===== src/rtl/i2c_master_arbiter_pkg.sv =====
// Shared constants and FSM encoding for the I2C master arbiter.
// The 7-bit address width matches the Master instance.
package i2c_pkg;

  localparam int ADDR_W = 7;
  localparam int DATA_W = 8;

  localparam logic RW_WRITE = 1'b0;
  localparam logic RW_READ  = 1'b1;

  typedef enum logic [2:0] {
    S_IDLE      = 3'd0,
    S_LAUNCH    = 3'd1,
    S_WAIT_DONE = 3'd2,
    S_COMPLETE  = 3'd3,
    S_RECOVER   = 3'd4,
    S_GAP       = 3'd5
  } state_t;

endpackage


===== src/rtl/i2c_master_arbiter_if.sv =====
// Bundle for the requester side and the shared I2C Master command side.
// The master modport is the arbiter's view; the slave modport is the environment's.
interface i2c_master_arbiter_if
  import i2c_pkg::*;
#(
  parameter int NUM_REQ = 4
) ();

  logic [NUM_REQ-1:0]        req;
  logic [NUM_REQ-1:0]        req_rw;
  logic [NUM_REQ*ADDR_W-1:0] req_addr;
  logic [NUM_REQ*DATA_W-1:0] req_wdata;
  logic [NUM_REQ-1:0]        grant;
  logic [NUM_REQ-1:0]        done;
  logic [NUM_REQ-1:0]        err;
  logic [DATA_W-1:0]         rdata;

  logic                      m_send;
  logic                      m_r_w;
  logic [ADDR_W-1:0]         m_addr;
  logic [DATA_W-1:0]         m_data;
  logic                      m_rst;
  logic                      m_tx_done;
  logic                      m_rx_done;
  logic [DATA_W-1:0]         m_data_out;

  modport master (
    input  req, req_rw, req_addr, req_wdata,
    input  m_tx_done, m_rx_done, m_data_out,
    output grant, done, err, rdata,
    output m_send, m_r_w, m_addr, m_data, m_rst
  );

  modport slave (
    output req, req_rw, req_addr, req_wdata,
    output m_tx_done, m_rx_done, m_data_out,
    input  grant, done, err, rdata,
    input  m_send, m_r_w, m_addr, m_data, m_rst
  );

endinterface


===== src/rtl/i2c_master_arbiter_rr_arbiter.sv =====
// One-hot round-robin picker: first set request searching upward, with wrap,
// starting just after the previous winner.
module rr_arbiter #(
  parameter int N = 4
) (
  input  logic [N-1:0]         req,
  input  logic [$clog2(N)-1:0] last,
  output logic [N-1:0]         grant_onehot,
  output logic [$clog2(N)-1:0] grant_idx
);

  localparam int IW = $clog2(N);

  logic          w_found;
  logic [IW-1:0] w_cand;

  always_comb begin
    w_found   = 1'b0;
    w_cand    = last;
    grant_idx = last;
    for (int k = 1; k <= N; k++) begin
      w_cand = IW'((int'(last) + k) % N);
      if (!w_found && req[w_cand]) begin
        w_found   = 1'b1;
        grant_idx = w_cand;
      end
    end
  end

  for (genvar gi = 0; gi < N; gi++) begin : g_onehot
    assign grant_onehot[gi] = w_found && (grant_idx == IW'(gi));
  end

endmodule


===== src/rtl/i2c_master_arbiter.sv =====
// Shares one I2C Master among NUM_REQ requesters: one single-byte transfer per
// grant, completion on the tx_done rising edge, master reset on timeout.
module i2c_master_arbiter
  import i2c_pkg::*;
#(
  parameter int NUM_REQ        = 4,
  parameter int TIMEOUT_CYCLES = 4096,
  parameter int IDLE_GAP       = 16,
  parameter int RST_CYCLES     = 2
) (
  input logic                  clk,
  input logic                  rst,
  i2c_master_arbiter_if.master bus
);

  localparam int IW       = $clog2(NUM_REQ);
  localparam int TW       = $clog2(TIMEOUT_CYCLES + 1);
  localparam int AMAX     = (IDLE_GAP > RST_CYCLES) ? IDLE_GAP : RST_CYCLES;
  localparam int AW       = $clog2(AMAX + 1);
  // The IDLE cycle that follows GAP completes the quiet window.
  localparam int GAP_LAST = (IDLE_GAP > 1) ? IDLE_GAP - 2 : 0;
  localparam int RST_LAST = (RST_CYCLES > 0) ? RST_CYCLES - 1 : 0;

  state_t              r_state;
  state_t              w_state_next;
  logic [IW-1:0]       r_last;
  logic [IW-1:0]       w_pick_idx;
  logic [NUM_REQ-1:0]  w_pick_onehot;
  logic [NUM_REQ-1:0]  r_grant;
  logic                r_rw;
  logic [ADDR_W-1:0]   r_addr;
  logic [DATA_W-1:0]   r_wdata;
  logic [DATA_W-1:0]   r_rdata;
  logic [DATA_W-1:0]   w_rdata;
  logic [TW-1:0]       r_to_cnt;
  logic [AW-1:0]       r_aux_cnt;
  logic [AW-1:0]       r_prst_cnt;
  logic                r_tx_q;
  logic                r_tx_rise;
  logic                w_any_req;
  logic                w_timeout;
  logic                w_finish;
  logic                w_abort;

  logic [ADDR_W-1:0]   w_addr_arr  [NUM_REQ];
  logic [DATA_W-1:0]   w_wdata_arr [NUM_REQ];

  for (genvar gi = 0; gi < NUM_REQ; gi++) begin : g_fields
    assign w_addr_arr[gi]  = bus.req_addr[gi*ADDR_W +: ADDR_W];
    assign w_wdata_arr[gi] = bus.req_wdata[gi*DATA_W +: DATA_W];
  end

  rr_arbiter #(.N(NUM_REQ)) u_rr (
    .req          (bus.req),
    .last         (r_last),
    .grant_onehot (w_pick_onehot),
    .grant_idx    (w_pick_idx)
  );

  assign w_any_req = |bus.req;
  assign w_timeout = (r_to_cnt == TW'(TIMEOUT_CYCLES - 1));

  always_ff @(posedge clk) begin
    if (rst) r_state <= S_GAP;
    else     r_state <= w_state_next;
  end

  always_comb begin
    w_state_next = r_state;
    case (r_state)
      S_IDLE:      if (w_any_req) w_state_next = S_LAUNCH;
      S_LAUNCH:    w_state_next = S_WAIT_DONE;
      S_WAIT_DONE: begin
        if (r_tx_rise)      w_state_next = S_COMPLETE;
        else if (w_timeout) w_state_next = S_RECOVER;
      end
      S_COMPLETE:  w_state_next = S_GAP;
      S_RECOVER:   if (r_aux_cnt == AW'(RST_LAST)) w_state_next = S_GAP;
      S_GAP:       if (r_aux_cnt == AW'(GAP_LAST)) w_state_next = S_IDLE;
      default:     w_state_next = S_GAP;
    endcase
  end

  always_comb begin
    w_finish       = (r_state == S_COMPLETE) || w_abort;
    w_abort        = (r_state == S_RECOVER) && (r_aux_cnt == '0);
    w_rdata        = ((r_state == S_COMPLETE) && (r_rw == RW_READ)) ? bus.m_data_out : r_rdata;
    bus.grant      = r_grant;
    bus.done       = w_finish ? r_grant : '0;
    bus.err        = w_abort ? r_grant : '0;
    bus.rdata      = w_rdata;
    bus.m_send     = (r_state == S_LAUNCH);
    bus.m_r_w      = r_rw;
    bus.m_addr     = r_addr;
    bus.m_data     = r_wdata;
    bus.m_rst      = (r_state == S_RECOVER) || (r_prst_cnt != '0);
  end

  always_ff @(posedge clk) begin
    if (rst) begin
      r_last     <= IW'(NUM_REQ - 1);
      r_grant    <= '0;
      r_rw       <= RW_WRITE;
      r_addr     <= '0;
      r_wdata    <= '0;
      r_rdata    <= '0;
      r_to_cnt   <= '0;
      r_aux_cnt  <= '0;
      r_prst_cnt <= AW'(RST_CYCLES);
      r_tx_q     <= 1'b0;
      r_tx_rise  <= 1'b0;
    end else begin
      r_rdata   <= w_rdata;
      r_tx_q    <= bus.m_tx_done;
      r_tx_rise <= bus.m_tx_done & ~r_tx_q;
      if (r_prst_cnt != '0) r_prst_cnt <= r_prst_cnt - 1'b1;
      // Restarts on every state change so RECOVER and GAP both count from zero.
      r_aux_cnt <= (w_state_next != r_state) ? '0 : r_aux_cnt + 1'b1;

      if (r_state == S_LAUNCH)         r_to_cnt <= '0;
      else if (r_state == S_WAIT_DONE) r_to_cnt <= r_to_cnt + 1'b1;

      if ((r_state == S_IDLE) && w_any_req) begin
        r_grant <= w_pick_onehot;
        r_last  <= w_pick_idx;
        r_rw    <= bus.req_rw[w_pick_idx];
        r_addr  <= w_addr_arr[w_pick_idx];
        r_wdata <= w_wdata_arr[w_pick_idx];
      end else if (w_state_next == S_GAP) begin
        r_grant <= '0;
      end
    end
  end

  // rx_done is only meaningful while a read command is latched.
  a_rx_only_on_read: assert property (@(posedge clk) disable iff (rst)
    bus.m_rx_done |-> (r_rw == RW_READ));

endmodule


===== src/flat_wrapper.sv =====
// flat-port wrapper written by rule: the top's interface ports become plain ports
module i2c_master_arbiter_flat import i2c_pkg::*;
#(
  parameter int NUM_REQ        = 4,
  parameter int TIMEOUT_CYCLES = 4096,
  parameter int IDLE_GAP       = 16,
  parameter int RST_CYCLES     = 2
)
  (clk, rst, bus_req, bus_req_rw, bus_req_addr, bus_req_wdata, bus_m_tx_done, bus_m_rx_done, bus_m_data_out, bus_grant, bus_done, bus_err, bus_rdata, bus_m_send, bus_m_r_w, bus_m_addr, bus_m_data, bus_m_rst);
  i2c_master_arbiter_if #(.NUM_REQ(NUM_REQ)) bus_i ();
  input logic clk;
  input logic rst;
  input wire logic [$bits(bus_i.req)-1:0] bus_req;
  input wire logic [$bits(bus_i.req_rw)-1:0] bus_req_rw;
  input wire logic [$bits(bus_i.req_addr)-1:0] bus_req_addr;
  input wire logic [$bits(bus_i.req_wdata)-1:0] bus_req_wdata;
  input wire logic [$bits(bus_i.m_tx_done)-1:0] bus_m_tx_done;
  input wire logic [$bits(bus_i.m_rx_done)-1:0] bus_m_rx_done;
  input wire logic [$bits(bus_i.m_data_out)-1:0] bus_m_data_out;
  output wire logic [$bits(bus_i.grant)-1:0] bus_grant;
  output wire logic [$bits(bus_i.done)-1:0] bus_done;
  output wire logic [$bits(bus_i.err)-1:0] bus_err;
  output wire logic [$bits(bus_i.rdata)-1:0] bus_rdata;
  output wire logic [$bits(bus_i.m_send)-1:0] bus_m_send;
  output wire logic [$bits(bus_i.m_r_w)-1:0] bus_m_r_w;
  output wire logic [$bits(bus_i.m_addr)-1:0] bus_m_addr;
  output wire logic [$bits(bus_i.m_data)-1:0] bus_m_data;
  output wire logic [$bits(bus_i.m_rst)-1:0] bus_m_rst;
  assign bus_i.req = bus_req;
  assign bus_i.req_rw = bus_req_rw;
  assign bus_i.req_addr = bus_req_addr;
  assign bus_i.req_wdata = bus_req_wdata;
  assign bus_i.m_tx_done = bus_m_tx_done;
  assign bus_i.m_rx_done = bus_m_rx_done;
  assign bus_i.m_data_out = bus_m_data_out;
  assign bus_grant = bus_i.grant;
  assign bus_done = bus_i.done;
  assign bus_err = bus_i.err;
  assign bus_rdata = bus_i.rdata;
  assign bus_m_send = bus_i.m_send;
  assign bus_m_r_w = bus_i.m_r_w;
  assign bus_m_addr = bus_i.m_addr;
  assign bus_m_data = bus_i.m_data;
  assign bus_m_rst = bus_i.m_rst;
  i2c_master_arbiter #(.NUM_REQ(NUM_REQ), .TIMEOUT_CYCLES(TIMEOUT_CYCLES), .IDLE_GAP(IDLE_GAP), .RST_CYCLES(RST_CYCLES)) u_core (.clk(clk), .rst(rst), .bus(bus_i));
endmodule

===== config.mk =====
export PLATFORM = sky130hd
export DESIGN_NAME = i2c_master_arbiter_flat
export DESIGN_NICKNAME = d
export VERILOG_FILES = /design/src/rtl/i2c_master_arbiter_pkg.sv /design/src/rtl/i2c_master_arbiter_if.sv /design/src/rtl/i2c_master_arbiter_rr_arbiter.sv /design/src/rtl/i2c_master_arbiter.sv /design/src/flat_wrapper.sv
export SDC_FILE = /design/constraint.sdc
export NUM_CORES = 1
export LEC_CHECK = 0
export BUFFER_PORTS_ARGS = -buffer_cell sky130_fd_sc_hd__clkbuf_2
export CORE_UTILIZATION = 50
export DETAILED_ROUTE_END_ITERATION = 8
export HOLD_SLACK_MARGIN = 0.06
export PLACE_DENSITY = 0.81
export SYNTH_ARGS = -nofsm -noshare
export SYNTH_HDL_FRONTEND = slang
export SYNTH_SLANG_ARGS = --single-unit

===== constraint.sdc =====
create_clock -name clk -period 2.42 [get_ports clk]
set_input_delay 0.121 -clock clk [delete_from_list [all_inputs] [get_ports clk]]
set_output_delay 0.121 -clock clk [all_outputs]
set_load 0.05 [all_outputs]

==> flow_metrics.env, run 1 <==
export IMPL_die_height_um=82.1
export IMPL_fmax_ghz=0.438
export IMPL_avgSynthCellArea_um2=9.20
export IMPL_clk_latency_ns=0.34
export IMPL_grt_pass1_wl_um=11700
export IMPL_timing_critical_path_required_ns=2.30
export IMPL_io_pin_count=118
export IMPL_critical_path_reg2reg_startpoint="u_core.r_state[0]$_SDFF_PP1_"
export IMPL_critPathKind="flip-flop to output pin"
export IMPL_synth_top_area_share_pct=36.2
export IMPL_cts_buffer_depth=2
export IMPL_post_cts_resize_count=0
export IMPL_final_setup_viol_count=0
export IMPL_diodes=0
export IMPL_die_width_um=82.1
export IMPL_die_area_um2=6750
export IMPL_regToRegEndpoint="u_core.r_aux_cnt[3]$_SDFF_PP0_"
export IMPL_dr_total_vias=2936
export IMPL_irDropWorstVdd_v=0.000396
export IMPL_yosysWarningCount=0
export IMPL_critical_path_slowest_cell="sky130_fd_sc_hd__or3b_1"
export IMPL_via_count_of_the_first_global_routing_pass=2665
export IMPL_synthesis_stage_register_bit_count=58
export IMPL_detailedRoute_firstPassIterationCount=5
export IMPL_power_density_over_the_cells_nw_per_um2=562
export IMPL_cp_max_fo=16
export IMPL_drive_above_1_share_pct=40.3
export IMPL_max_cap_violations=0
export IMPL_io_buffer_count=116
export IMPL_final_period_minus_worst_setup_slack_ns=2.29
export IMPL_rsz_0062_raised_after_global_routing="no"
export IMPL_routed_wire_length_per_instance_um=13.8
export IMPL_count_of_antenna_violating_nets_left_after_detailed_routing=0
export IMPL_cts_setup_buffers=0
export IMPL_initial_core_utilization_pct=53.0
export IMPL_cts_hold_buffers=1
export IMPL_hold_end="u_core.bus.m_data[1]$_SDFFE_PP0P_"
export IMPL_area_delta_synth_final_pct=27.2
export IMPL_cts_tree="done"
export IMPL_maxSlewHeadroom_pct=62.3
export IMPL_synth_nets=435
export IMPL_part_of_the_yosys_area_used_for_sequential_elements_pct=36.2
export IMPL_synth_ff_type="sky130_fd_sc_hd__dfxtp_1"
export IMPL_area_of_the_core_um2=6060
export IMPL_worst_clock_skew_ns=0.00960
export IMPL_netlist_top_cell_by_area="sky130_fd_sc_hd__dfxtp_1"
export IMPL_antenna_found_initial=0
export IMPL_worst_min_delay_path_category="primary input to flip-flop"
export IMPL_cp_start_kind="flip-flop"
export IMPL_final_cell_area_um2=4090
export IMPL_met1_usage_pct=26.3
export IMPL_synth_cell_type_count=46
export IMPL_cts_sink_count=58
export IMPL_total_clock_buffers_created_by_cts=9
export IMPL_drcViolationCount=0
export IMPL_report_final_hold_viol_count=0
export IMPL_grt_use_met2_pct=39.7
export IMPL_run_status="complete, no violations"
export IMPL_synthTopCellsByArea="sky130_fd_sc_hd__dfxtp_1 36%, sky130_fd_sc_hd__mux2_2 8.4%, sky130_fd_sc_hd__mux2i_1 6.2%, sky130_fd_sc_hd__o211ai_2 5.5%, sky130_fd_sc_hd__nand3_1 5.1%"
export IMPL_tightestPinTransition_ns=0.564
export IMPL_globalplace_congestion=0.774
export IMPL_crit_path_cell_trace="or3b_1 > nor2_1 > a22oi_1 > nor2b_1 > clkbuf_2"
export IMPL_p_leak_nw=1.85
export IMPL_number_of_synthesized_flops_with_an_enable_pin=0
export IMPL_groute_usage_overall_pct=22.9
export IMPL_period_utilization_post_route_pct=94.4
export IMPL_ctsRootBufferMaster="sky130_fd_sc_hd__clkbuf_8"
export IMPL_min_delay_startpoint="bus_req_wdata[9]"
export IMPL_finalMaxSlewViolations=0
export IMPL_min_path_cells=3
export IMPL_route_detailed_vias_per_inst=5.35
export IMPL_crit_arrival_ns=2.16
export IMPL_endpoint_kind="output pin"
export IMPL_slowest_delay_ns=0.47
export IMPL_drt_total_wl_um=7580
export IMPL_drt_initial_drc_count=117
export IMPL_routing_usage_on_met3_pct=6.15
export IMPL_worstRegToRegCells=5
export IMPL_fp_row_count=28
export IMPL_postSynthCellCount=349
export IMPL_final_net_count=556
export IMPL_totalNegativeSetupSlack_ns=0
export IMPL_placement_cell_area_um2=3870
export IMPL_worst_setup_hold_path_clk_slew_ns=0.07
export IMPL_syn_cell_area_um2=3210
export IMPL_detailed_place_hpwl_um=5680
export IMPL_cts_htree_levels=3
export IMPL_top_usage_layer="met2"
export IMPL_worst_r2r_setup_slack_ns=0.31
export IMPL_async_flop_share_pct=0
export IMPL_pin_count_of_the_biggest_net_entering_global_routing=34
export IMPL_total_congestion_overflow_after_global_routing=0
[worst max-delay path by stage]
stage | startpoint | to | depth (start not counted)
2_1_floorplan | u_core.r_state[0]$_SDFF_PP1_ | u_core.r_to_cnt[10]$_SDFFE_PP0P_ | 6
3_3_place_gp | u_core.r_state[0]$_SDFF_PP1_ | u_core.r_aux_cnt[3]$_SDFF_PP0_ | 5
3_5_place_dp | u_core.r_state[0]$_SDFF_PP1_ | u_core.r_aux_cnt[3]$_SDFF_PP0_ | 5
4_1_cts | u_core.r_state[0]$_SDFF_PP1_ | bus_done[2] | 5
5_1_grt | u_core.r_state[0]$_SDFF_PP1_ | bus_done[2] | 5
6_report | u_core.r_state[0]$_SDFF_PP1_ | bus_done[2] | 5
[layout make-up]
class,instances,area [um2]
clock buffer,13,169
clock inverter,2,35.0
fill,503,1980
inverter,6,22.5
multi-input combinational,264,1910
sequential,58,1160
tap,75,93.8
timing repair buffer,131,696
[power by group]
group          internal, W  total, W  switching, W
clock network     0.000553  0.000915      0.000363
logic             0.000173  0.000362      0.000189
registers         0.000992   0.00102     0.0000271
[critical path, delay by kind of cell, from the launching register on]
kind / cells / cell delay [ns]
AND/OR/NAND/NOR: 3 / 0.89
AO/OA/AOI/OAI: 1 / 0.18
buffers and inverters: 1 / 0.31
flip-flops: 1 / 0.45
[cell families (layout without fill, tap and decap cells)]
| kind of cell | count (synthesis) | count (layout) | synth area share [%] |
|---|---|---|---|
| flops | 58 | 58 | 36.2 |
| mux | 44 | 44 | 14.7 |
| buf+inv | 27 | 152 | 4.99 |
| compound gates | 34 | 34 | 10.3 |
| simple gates | 162 | 162 | 26.6 |
| fa+ha+maj | 6 | 6 | 2.34 |
| xor+xnor | 18 | 18 | 4.91 |
[state kept, by name, indices dropped and copies added, names as in the netlist, 2 cells and up]
signal,flops
u_core.bus.m_addr,7
u_core.r_aux_cnt,5
u_core.bus.m_data,8
u_core.r_prst_cnt,5
u_core.r_to_cnt,13
u_core.r_state,3
u_core.r_rdata,8
u_core.bus.grant,4
u_core.r_last,2
[synthesized netlist by cell type (all sizes together), types with 5 or more instances]
master	number
buf	13
clkbuf	8
dfxtp	58
ha	6
inv	6
mux2	24
mux2i	20
nand2	29
nand2b	7
nand3	33
nand3b	5
nor2	36
nor2b	16
nor3	9
o211ai	14
xnor2	10
xor2	8
[metal layers]
metal	vias up	part of all wire (%)
met5	-	0
met4	0	1.6
met3	12	4.8
met2	81	52
met1	1374	41
li1	1469	-
[per-stage QoR]
stage	cells	total power [W]	utilization (%)	setup slack, ns	hold WS (ns)
3_5_place_dp	533	0.00140	63.9	0.328	0.379
3_3_place_gp	533	0.00139	63.9	0.376	0.369
4_1_cts	549	0.00232	67.4	0.162	0.0640
5_1_grt	549	0.00241	67.4	0.0228	0.0906
2_1_floorplan	349	0.00127	-	0.219	0.276
6_report	549	0.00230	67.4	0.135	0.0771
[layout by cell type (no fill, tap or decap), types with 14 or more instances in the layout]
cell                       synthesis  final
sky130_fd_sc_hd__mux2i_1          20     20
sky130_fd_sc_hd__nor2b_1          16     16
sky130_fd_sc_hd__buf_4             2     14
sky130_fd_sc_hd__nor2_1           35     35
sky130_fd_sc_hd__nand2_1          29     29
sky130_fd_sc_hd__nand3_1          33     33
sky130_fd_sc_hd__mux2_2           24     24
sky130_fd_sc_hd__dfxtp_1          58     58
sky130_fd_sc_hd__o211ai_2         14     14
sky130_fd_sc_hd__clkbuf_2          0    116
Power figures use the tool's default switching activity.
==> inputs of run 2 (changes only) <==
CORE_UTILIZATION = 54   (was 50)
PLACE_DENSITY = 0.86   (was 0.81)
clock period = 2.8 ns   (was 2.42 ns; I/O delays follow)
==> flow_metrics.env, run 2 (synthesis gave the netlist of run 1 again) <==
export IMPL_final_period_minus_worst_setup_slack_ns=2.42
export IMPL_globalplace_congestion=0.804
export IMPL_io_buffer_count=116
export IMPL_cts_sink_count=58
export IMPL_io_pin_count=118
export IMPL_post_cts_resize_count=0
export IMPL_count_of_antenna_violating_nets_left_after_detailed_routing=0
export IMPL_finalMaxSlewViolations=0
export IMPL_final_net_count=550
export IMPL_worst_r2r_setup_slack_ns=0.56
export IMPL_power_sequential_fraction_pct=43.5
export IMPL_worst_clock_skew_ns=0.00659
export IMPL_cts_htree_levels=3
export IMPL_detailed_place_hpwl_um=5420
export IMPL_cp_max_fo=15
export IMPL_route_detailed_vias_per_inst=5.37
export IMPL_die_area_um2=6260
export IMPL_drive_above_1_share_pct=39.9
export IMPL_critical_path_reg2reg_startpoint="u_core.r_state[2]$_SDFF_PP1_"
export IMPL_irDropWorstVdd_v=0.000365
export IMPL_min_delay_startpoint="bus_req_wdata[8]"
export IMPL_total_clock_buffers_created_by_cts=9
export IMPL_worstRegToRegCells=5
export IMPL_totalNegativeSetupSlack_ns=0
export IMPL_report_final_hold_viol_count=0
export IMPL_worst_setup_hold_path_clk_slew_ns=0.06
export IMPL_routed_wire_length_per_instance_um=13.6
export IMPL_endpoint_kind="output pin"
export IMPL_pin_count_of_the_biggest_net_entering_global_routing=39
export IMPL_via_count_of_the_first_global_routing_pass=2724
export IMPL_groute_usage_overall_pct=24.7
export IMPL_area_of_the_core_um2=5610
export IMPL_max_cap_violations=0
export IMPL_power_density_over_the_cells_nw_per_um2=500
export IMPL_regToRegEndpoint="u_core.r_aux_cnt[1]$_SDFF_PP0_"
export IMPL_swShare_pct=25.2
export IMPL_internal_power_w=0.00152
export IMPL_fp_row_count=27
export IMPL_cts_setup_buffers=0
export IMPL_initial_core_utilization_pct=57.3
export IMPL_drcViolationCount=0
export IMPL_tightestPinTransition_ns=1.08
export IMPL_rsz_0062_raised_after_global_routing="no"
export IMPL_clk_latency_ns=0.33
export IMPL_period_utilization_post_route_pct=86.5
export IMPL_run_status="complete, no violations"
export IMPL_final_setup_viol_count=0
export IMPL_commonest_cells_after_routing_fill_and_taps_aside="116 x sky130_fd_sc_hd__clkbuf_2, 58 x sky130_fd_sc_hd__dfxtp_1, 35 x sky130_fd_sc_hd__nor2_1"
export IMPL_crit_arrival_ns=2.28
export IMPL_die_height_um=79.1
export IMPL_cp_start_kind="flip-flop"
export IMPL_antenna_found_initial=0
export IMPL_largest_register="u_core.r_to_cnt"
export IMPL_total_congestion_overflow_after_global_routing=0
export IMPL_maxSlewHeadroom_pct=27.9
export IMPL_drt_total_wl_um=7350
export IMPL_die_width_um=79.1
export IMPL_area_delta_synth_final_pct=26.1
export IMPL_critPathKind="flip-flop to output pin"
export IMPL_timing_critical_path_required_ns=2.66
export IMPL_power_frac_clock_pct=41.7
export IMPL_layout_cells_most_common="sky130_fd_sc_hd__clkbuf_2"
export IMPL_grt_pass1_wl_um=12000
export IMPL_min_path_cells=3
export IMPL_final_core_utilization_pct=72.2
export IMPL_p_leak_nw=1.83
export IMPL_drt_initial_drc_count=122
export IMPL_fillers=424
export IMPL_largest_register_ff_count=13
export IMPL_cts_tree="done"
export IMPL_share_comb_of_total_power_pct=14.8
export IMPL_fmax_ghz=0.413
export IMPL_dr_total_vias=2904
export IMPL_diodes=0
export IMPL_switching_power_w=0.000510
export IMPL_hold_end="u_core.bus.m_data[0]$_SDFFE_PP0P_"
export IMPL_ctsRootBufferMaster="sky130_fd_sc_hd__clkbuf_8"
export IMPL_worst_min_delay_path_category="primary input to flip-flop"
export IMPL_cts_hold_buffers=1
export IMPL_detailedRoute_firstPassIterationCount=5
export IMPL_cts_buffer_depth=2
[run 2: cell types whose count changed in the layout (fill, tap and decap cells not counted)]
cell	change
sky130_fd_sc_hd__clkinv_2	+3
sky130_fd_sc_hd__clkbuf_8	-2
sky130_fd_sc_hd__buf_4	-6
sky130_fd_sc_hd__bufinv_16	+1
sky130_fd_sc_hd__clkbuf_1	-1
[run 2: final cells by class]
| class | instances | area [um2] | share of cell area, % |
|---|---|---|---|
| Timing Repair Buffer | 125 | 651 | 16.1 |
| Multi-Input combinational cell | 264 | 1910 | 47.1 |
| Inverter | 6 | 22.5 | 0.556 |
| Clock inverter | 6 | 80.1 | 1.98 |
| Sequential cell | 58 | 1160 | 28.7 |
| Tap cell | 72 | 90.1 | 2.22 |
| Clock buffer | 10 | 138 | 3.40 |
[run 2: critical path, cell delays in order (launching register included)]
cell and delay, ns:
sky130_fd_sc_hd__dfxtp_1 0.59, sky130_fd_sc_hd__or3b_1 0.46, sky130_fd_sc_hd__nor2_1 0.26, sky130_fd_sc_hd__a22oi_1 0.18
sky130_fd_sc_hd__nor2b_1 0.16, sky130_fd_sc_hd__clkbuf_2 0.30
[run 2: how the worst max path moves through the flow]
| stage | to | start | depth (start not counted) |
|---|---|---|---|
| global route | bus_done[0] | u_core.r_state[2]$_SDFF_PP1_ | 5 |
| CTS | bus_done[0] | u_core.r_state[2]$_SDFF_PP1_ | 5 |
| floorplan | u_core.r_to_cnt[10]$_SDFFE_PP0P_ | u_core.r_state[0]$_SDFF_PP1_ | 6 |
| detailed placement | u_core.r_aux_cnt[1]$_SDFF_PP0_ | u_core.r_state[2]$_SDFF_PP1_ | 5 |
| finish | bus_done[0] | u_core.r_state[2]$_SDFF_PP1_ | 5 |
| global placement | u_core.r_aux_cnt[4]$_SDFF_PP0_ | u_core.r_state[2]$_SDFF_PP1_ | 5 |
[run 2: through the flow]
| step | instances | hold WS, ns | instance area [um2] | setup slack (ns) | total power, W |
|---|---|---|---|---|---|
| final | 541 | 0.103 | 4050 | 0.378 | 0.00203 |
| after global routing | 541 | 0.0906 | 4050 | 0.201 | 0.00213 |
| after CTS | 541 | 0.0873 | 4050 | 0.377 | 0.00205 |
| after detailed placement | 524 | 0.379 | 3820 | 0.623 | 0.00120 |
| after global placement | 524 | 0.374 | 3820 | 0.653 | 0.00118 |
| after floorplan | 349 | 0.295 | 3210 | 0.599 | 0.00110 |
[run 2: routing by layer]
| metal | global-route usage, % | vias to the layer above | share of wire (%) |
|---|---|---|---|
| met1 | 27.5 | 1328 | 40 |
| met5 | 0 | - | 0 |
| met2 | 42.9 | 106 | 52 |
| met3 | 8.62 | 11 | 5.8 |
| li1 | - | 1459 | - |
| met4 | 9.27 | 0 | 1.8 |
[run 2: power by group through the flow]
| stage | clock network (W) | logic, W | registers, W |
|---|---|---|---|
| 2_1_floorplan | 0 | 0.000204 | 0.000893 |
| 3_3_place_gp | 0 | 0.000288 | 0.000897 |
| 3_5_place_dp | 0 | 0.000299 | 0.000899 |
| 4_1_cts | 0.000863 | 0.000303 | 0.000881 |
| 5_1_grt | 0.000906 | 0.000336 | 0.000887 |
| 6_report | 0.000844 | 0.000300 | 0.000881 |
